==> src/rtl/uart_rx_fifo.sv <==
// Circular receive FIFO between the UART receiver and the host, with sticky overflow flag.
// Define UART_RX_FIFO_ERR_STATS_EN to add saturating per-error-bit counters.
module uart_rx_fifo #(
    parameter int unsigned DEPTH  = 16,
    parameter int unsigned ADDR_W = 4,
    parameter int unsigned WIDTH  = 12
) (
    input  logic              UART_clk,
    input  logic              rst_n,
    input  logic              wr_tick,
    input  logic [WIDTH-1:0]  wr_data,
    input  logic              rd_en,
    output logic [WIDTH-1:0]  rd_data,
    output logic              rd_valid,
    output logic              empty,
    output logic              full,
    output logic [ADDR_W:0]   level,
    output logic              rx_stop,
    output logic              ovf,
    input  logic              ovf_clr
`ifdef UART_RX_FIFO_ERR_STATS_EN
    ,
    input  logic              stats_clr,
    output logic [7:0]        fe_cnt,
    output logic [7:0]        pe_cnt,
    output logic [7:0]        oe_cnt,
    output logic [7:0]        be_cnt
`endif
);

    localparam logic [ADDR_W:0] PTR_ONE = {{ADDR_W{1'b0}}, 1'b1};

    logic [WIDTH-1:0] mem [DEPTH];
    logic [ADDR_W:0]  wr_ptr;
    logic [ADDR_W:0]  rd_ptr;
    logic             push;
    logic             pop;
    logic             drop;

    // Extra pointer MSB distinguishes a full buffer from an empty one.
    assign empty   = (wr_ptr == rd_ptr);
    assign full    = (wr_ptr[ADDR_W] != rd_ptr[ADDR_W]) &&
                     (wr_ptr[ADDR_W-1:0] == rd_ptr[ADDR_W-1:0]);
    assign level   = wr_ptr - rd_ptr;
    assign rx_stop = full;

    // A full buffer is never empty, so a same-cycle pop always frees the slot.
    assign pop  = rd_en && !empty;
    assign push = wr_tick && (!full || rd_en);
    assign drop = wr_tick && full && !rd_en;

    // NOTE: the storage array has no reset; its contents are don't-care until written,
    // and leaving it out of the reset lets it map onto plain RAM.
    always_ff @(posedge UART_clk) begin
        if (push) begin
            mem[wr_ptr[ADDR_W-1:0]] <= wr_data;
        end
    end

    // NOTE: all state uses non-blocking assignments, so a read of the slot being
    // refilled in the same cycle returns the old word.
    always_ff @(posedge UART_clk or negedge rst_n) begin
        if (!rst_n) begin
            wr_ptr   <= '0;
            rd_ptr   <= '0;
            rd_data  <= '0;
            rd_valid <= 1'b0;
            ovf      <= 1'b0;
        end else begin
            rd_valid <= pop;
            if (push) begin
                wr_ptr <= wr_ptr + PTR_ONE;
            end
            if (pop) begin
                rd_data <= mem[rd_ptr[ADDR_W-1:0]];
                rd_ptr  <= rd_ptr + PTR_ONE;
            end
            if (drop) begin
                ovf <= 1'b1;
            end else if (ovf_clr) begin
                ovf <= 1'b0;
            end
        end
    end

`ifdef UART_RX_FIFO_ERR_STATS_EN
    // Index 0..3 follows wr_data bits 8..11: FE, PE, OE, BE.
    logic [7:0] err_cnt [4];

    always_ff @(posedge UART_clk or negedge rst_n) begin
        if (!rst_n) begin
            for (int i = 0; i < 4; i++) begin
                err_cnt[i] <= 8'd0;
            end
        end else begin
            for (int i = 0; i < 4; i++) begin
                if (stats_clr) begin
                    err_cnt[i] <= 8'd0;
                end else if (push && wr_data[8+i] && (err_cnt[i] != 8'hFF)) begin
                    err_cnt[i] <= err_cnt[i] + 8'd1;
                end
            end
        end
    end

    assign fe_cnt = err_cnt[0];
    assign pe_cnt = err_cnt[1];
    assign oe_cnt = err_cnt[2];
    assign be_cnt = err_cnt[3];
`endif

endmodule
==> config.mk <==
export PLATFORM = sky130hd
export DESIGN_NAME = uart_rx_fifo
export DESIGN_NICKNAME = d
export VERILOG_FILES = /design/src/rtl/uart_rx_fifo.sv
export SDC_FILE = /design/constraint.sdc
export NUM_CORES = 1
export LEC_CHECK = 0
export BUFFER_PORTS_ARGS = -buffer_cell sky130_fd_sc_hd__buf_4
export CORE_UTILIZATION = 55
export DETAILED_ROUTE_END_ITERATION = 6
export GPL_TIMING_DRIVEN = 0
export HOLD_SLACK_MARGIN = 0.03
export MAX_ROUTING_LAYER = met4
export PLACE_DENSITY = 0.72
export SLEW_MARGIN = 20
export SYNTH_ARGS = -nofsm -noshare
export SYNTH_HDL_FRONTEND = slang
export SYNTH_SLANG_ARGS = --single-unit
export TNS_END_PERCENT = 1
==> constraint.sdc <==
create_clock -name UART_clk -period 2.8 [get_ports UART_clk]
set_clock_uncertainty 0.2 [all_clocks]
set_input_delay 0.14 -clock UART_clk [delete_from_list [all_inputs] [get_ports UART_clk]]
set_output_delay 0.14 -clock UART_clk [all_outputs]
set_load 0.1 [all_outputs]
**Word-level counts from Yosys, hierarchy flattened**

Memory sizes are Yosys's and may differ from the RTL's. A register that Yosys moved wholly into a read port is not among the register bits.
Index checks and enable logic that the tools add are counted.

- Add/sub/neg operators: 3
- Eq/ne operators: 3
- Multiplexer cells: 4
- Reduce and logical (&&, ||, !) cells: 11

Operators by type and width:

| kind | number |
|---|---|
| 5-bit by 1-bit adder with 5-bit output, second input constant | 2 |
| 5-bit == test | 1 |
| 1-bit logical AND | 5 |
| 5-bit subtractor | 1 |
| 4-bit == test | 1 |
| 1-bit logical NOT | 4 |
| 1-bit 2-to-1 mux | 4 |
| 2-bit nonzero test | 1 |
| 1-bit logical OR | 1 |
| 1-bit != test | 1 |

- Bits in registers: 12
- Bits in writable memories: 192
- Bits of input ports: 17
- Output and inout port bits: 22
- Logic and storage cells: 26
- Memories: 1

Memory list:

| memory | depth | width | read ports | clocked after Yosys merged registers in | write ports | RTL line | text |
|---|---|---|---|---|---|---|---|
| mem | 16 | 12 | 1 | 1 | 1 | 33 | `logic [WIDTH-1:0] mem [DEPTH];` |

**Depth between registers and ports, before layout**

- Depth in word-level cells: 7
- Gate-level depth with buffers: 10
- Mapped depth without buffers: 7

**Least setup slack after synthesis**

OpenSTA, ideal clock, no wires.

- Kind: reg2out
- From: register rd_ptr[1]
- To: output rx_stop
- Data arrival time: 3.395 ns
- Required time: 2.460 ns
- Setup slack: -0.935 ns
- Stages on the path, launching flop included: 9
- Path buffers: 4
- Cell sequence: dfrtp_1 -> buf_4 -> buf_2 -> buf_2 -> inv_1 -> ha_1 -> nand4_1 -> nor2_1 -> buf_4

- Cells in the longest elaborated chain, start to end: 2

Ends and longest elaborated chain:

| item | RTL line | text |
|---|---|---|
| from (decl) | 35 | `logic [ADDR_W:0] rd_ptr;` |
| from (signal assigned) | 76 | `rd_ptr <= rd_ptr + PTR_ONE;` |
| 4-bit == test | 43 | `(wr_ptr[ADDR_W-1:0] == rd_ptr[ADDR_W-1:0]);` |
| 1-bit logical AND | 42 | `assign full = (wr_ptr[ADDR_W] != rd_ptr[ADDR_W]) &&` |
| to (decl) | 18 | `output logic rx_stop,` |

No other way between the ends.

**Final worst setup path**

- From: register rd_ptr[1]
- To: output level[4]

- Cells in the longest elaborated chain, start to end: 1

Ends and longest elaborated chain:

| item | RTL line | text |
|---|---|---|
| 5-bit subtractor | 44 | `assign level = wr_ptr - rd_ptr;` |
| to (decl) | 17 | `output logic [ADDR_W:0] level,` |

No other way between the ends.

==> results.toml <==
[synth]
synth_fa_ha_area_frac = 0.01525
synth_common_cells = "edfxtp_1, mux2i_1, nor2_1, o22ai_1, dfrtp_1"
synthMuxAreaShare = 0.1031
syn_avg_cell_area_sq_um = 17.33
synthArstFlopShare = 0.1111
ys.flop_type = "edfxtp_1"
yosysMostFrequentCell = "edfxtp_1"
seq_area_frac_synth = 0.7318
postSynthNetCount = 529
synth_seq_cells = 216
netlist_instances = 502
synth_compound_gate_area_share = 0.05940
synth_top_family_by_area = "multiplexers"
synth_enable_flop_cells = 192
syn_area_sq_mm = 0.008700
yosys.cell_types.count = 40
synth_warnings = 0
synthSimpleGateAreaFrac = 0.05350
synth_top_area_share = 0.6627
synth_area_leaders = "edfxtp_1, dfrtp_1, mux2i_1"
synthXorXnorAreaFrac = 0.01309
yosys.area.top_type = "edfxtp_1"

[power]
intPower_uw = 7429
switching_power_uw = 5010
power.share.switching = 0.4028
seq_power_share = 0.340
max-vdd-ir-drop_uv = 1911
cellLeakagePower_uw = 0.003633
power_frac_comb = 0.431
p_per_area_mw_per_mm2 = 1205
power.share.clock = 0.229

[critical_path]
rr_worst_depth = 9
max_stage_delay_ps = 400
critPathBufInv = 4
critPathArrivalTime_ps = 2480
cp_slowest_cell = "dfrtp_2"
critPathRequiredTime_ps = 2460
worstPathMaxFanout = 19
worst_setup_path_start_kind = "flip-flop"
endpoint_kind = "output port"
critPathKind = "flip-flop to output port"
crit_cells = 8
cp-startpoint = "rd_ptr[1]$_DFFE_PN0P_"
cp_common_cell = "buf_12"
r2r-start = "rd_ptr[1]$_DFFE_PN0P_"
worstSetupEndpoint = "level[4]"
cp_cell_sequence = "buf_12 > buf_12 > inv_1 > fa_2 > a21o_1 > a21oi_2 > xnor2_2 > buf_6"
rr_endpoint = "wr_ptr[0]$_DFFE_PN0P_"
critPathTopFamily = "buffers and inverters"
reg2reg_slack_ps = -10

[sta]
rsz0062_at_grt = "true"
slew_viol_final = 0
worst_pin_slew_ps = 823.3
hold_viol = 0
slew_headroom = 0.4505
max_freq_mhz = 354.1
period_share = 1.009
setup_ws_ps = -24.06
finalSetupViolCount = 2
finalSetupTns_ps = -31.12
fin_crit_ps = 2824

[outcome]
status = "complete, but fails checks"
violations = "setup timing"

[clock_network]
htreeDepth = 1
cts_max_path_buffers = 3
cts_tree = "done"
clk_pin_slew_ps = 60
ctsRootBufferMaster = "clkbuf_16"
clkLatencyLatePin_ps = 500
numCtsBuffers = 23
cts.sinks = 216

[global_routing]
grt.total_usage = 0.2382
gr-total-overflow = 0
grt_pass1_vias = 4647
grt_first_pass_wirelength_um = 27230
antenna_found_initial = 0
grt_max_degree = 25

[floorplanning]
dieArea_sq_mm = 0.01632
ioPinCount = 39
die_w_um = 127.8
initial_core_util = 0.5681
fp.dieH_um = 127.8
floorplan.rows = 45
core_sq_mm = 0.01531

[finish]
post-route-util = 0.6740
drive_above_1_share = 0.2550
nets = 611
fin_area_sq_mm = 0.01032
antenna_cells = 0
synthToLayoutAreaGrowth_pct = 18.65

[run]
drv_cap = 0

[worst_hold_path]
min_path_type = "input port to flip-flop"

[routing]
ant_nets = 0
wirelength_um = 18250
wl_per_cell_um = 22.50
drt_pass1_iterations = 4
remaining_drc_errors = 0
vias = 4695
vias_per_cell = 5.789
drt_iter0_drc = 397

[placement]
gp_congestion = 0.8187
io_buffers = 38
dpl_cell_area_sq_mm = 0.009269
dp_slack_ps = -1098
dpl.hpwl_um = 11820
==> cells by family after synthesis <==
family	after synthesis
AO/OA/AOI/OAI	70
flip-flops	216
AND/OR/NAND/NOR	86
multiplexers	72
buffers and inverters	35
XOR/XNOR	13
adder cells (fa/ha/maj)	10
==> registers in the layout, indices dropped and copies added (netlist names) <==
signal,cells
rd_data,12
rd_valid,1
wr_ptr,5
rd_ptr,5
mem,192
ovf,1
==> how the worst min path moves through the flow <==
| stage | startpoint | to | slack [ps] | cells past startpoint |
|---|---|---|---|---|
| final | wr_data[9] | mem[14][9]$_DFFE_PP_ | 320 | 2 |
| after floorplan | rst_n | ovf$_DFFE_PN0P_ | -360 | 0 |
| after detailed placement | rst_n | wr_ptr[1]$_DFFE_PN0P_ | -140 | 1 |
| after global routing | wr_data[1] | mem[5][1]$_DFFE_PP_ | 320 | 2 |
| after global placement | rst_n | wr_ptr[3]$_DFFE_PN0P_ | -150 | 1 |
| after CTS | wr_data[1] | mem[4][1]$_DFFE_PP_ | 310 | 2 |
==> power by group through the flow <==
stage	logic, uW	registers [uW]	clock network [uW]
6_report	5360	4230	2850
5_1_grt	5630	4270	2990
3_3_place_gp	5050	4250	0
3_5_place_dp	5130	4270	0
2_1_floorplan	3260	4850	0
4_1_cts	5340	4220	2870
==> through the flow <==
step | power (uW) | hold WS (ps) | cells
after detailed placement | 9394 | -140.5 | 751
after CTS | 12440 | 307.9 | 811
after global routing | 12890 | 323.4 | 811
after floorplan | 8112 | -355.6 | 502
final | 12440 | 315.3 | 811
after global placement | 9298 | -147.2 | 751
==> timing repair <==
| action | CTS | global route |
|---|---|---|
| cloned | 0 | 0 |
| resized for setup | 44 | 9 |
| hold endpoints to repair | 222 | 0 |
| hold buffers | 20 | 0 |
| pin swaps | 1 | 0 |
| setup buffers | 2 | 0 |
| endpoints found under the setup margin | 222 | 186 |
==> final cells by class <==
cell class | count | area (sq um)
Multi-Input combinational cell | 251 | 2218
Sequential cell | 216 | 6369
Buffer | 24 | 202.7
Tap cell | 211 | 264.0
Clock buffer | 29 | 598.1
Fill cell | 1033 | 4992
Inverter | 8 | 30.03
Timing Repair Buffer | 60 | 530.5
Clock inverter | 12 | 110.1
==> layer usage <==
metal  share of wire  up-vias  global-route usage
li1                -     2131                   -
met1            0.44     2370              0.3305
met2            0.47      154              0.3689
met3           0.057       40             0.03214
met4           0.029        0             0.07958
met5               0        -                   -
==> cells in the final DEF (no fill, tap or decap), types with 2 or more instances in the layout <==
| cell type | synthesis | layout |
|---|---|---|
| edfxtp_1 | 192 | 192 |
| nor2b_1 | 12 | 12 |
| clkinv_2 | 0 | 7 |
| nor2_2 | 0 | 2 |
| xor2_1 | 4 | 4 |
| mux4_1 | 3 | 3 |
| bufinv_16 | 0 | 2 |
| a21oi_2 | 0 | 2 |
| dfrtp_1 | 24 | 22 |
| o22ai_1 | 26 | 26 |
| buf_6 | 2 | 5 |
| mux2_2 | 12 | 12 |
| o21ai_0 | 3 | 3 |
| a21o_1 | 2 | 2 |
| ha_1 | 9 | 9 |
| dlygate4sd3_1 | 0 | 19 |
| or3_1 | 12 | 12 |
| clkbuf_1 | 7 | 11 |
| mux4_2 | 9 | 9 |
| buf_2 | 11 | 8 |
| buf_12 | 2 | 6 |
| and2_4 | 0 | 12 |
| nor2_1 | 27 | 25 |
| inv_1 | 8 | 8 |
| dfrtp_2 | 0 | 2 |
| clkbuf_16 | 0 | 23 |
| nand3_1 | 2 | 2 |
| buf_4 | 4 | 40 |
| nand3b_1 | 3 | 3 |
| clkinv_1 | 0 | 2 |
| xnor2_1 | 9 | 7 |
| nand2_1 | 5 | 5 |
| nand4_1 | 4 | 4 |
| o22ai_2 | 10 | 10 |
| xnor2_2 | 0 | 2 |
| nor3b_2 | 0 | 2 |
| a31oi_1 | 12 | 12 |
| mux2i_1 | 48 | 48 |
| a211oi_1 | 12 | 12 |
| and2_2 | 0 | 3 |
(Power assumes the default switching activity.)
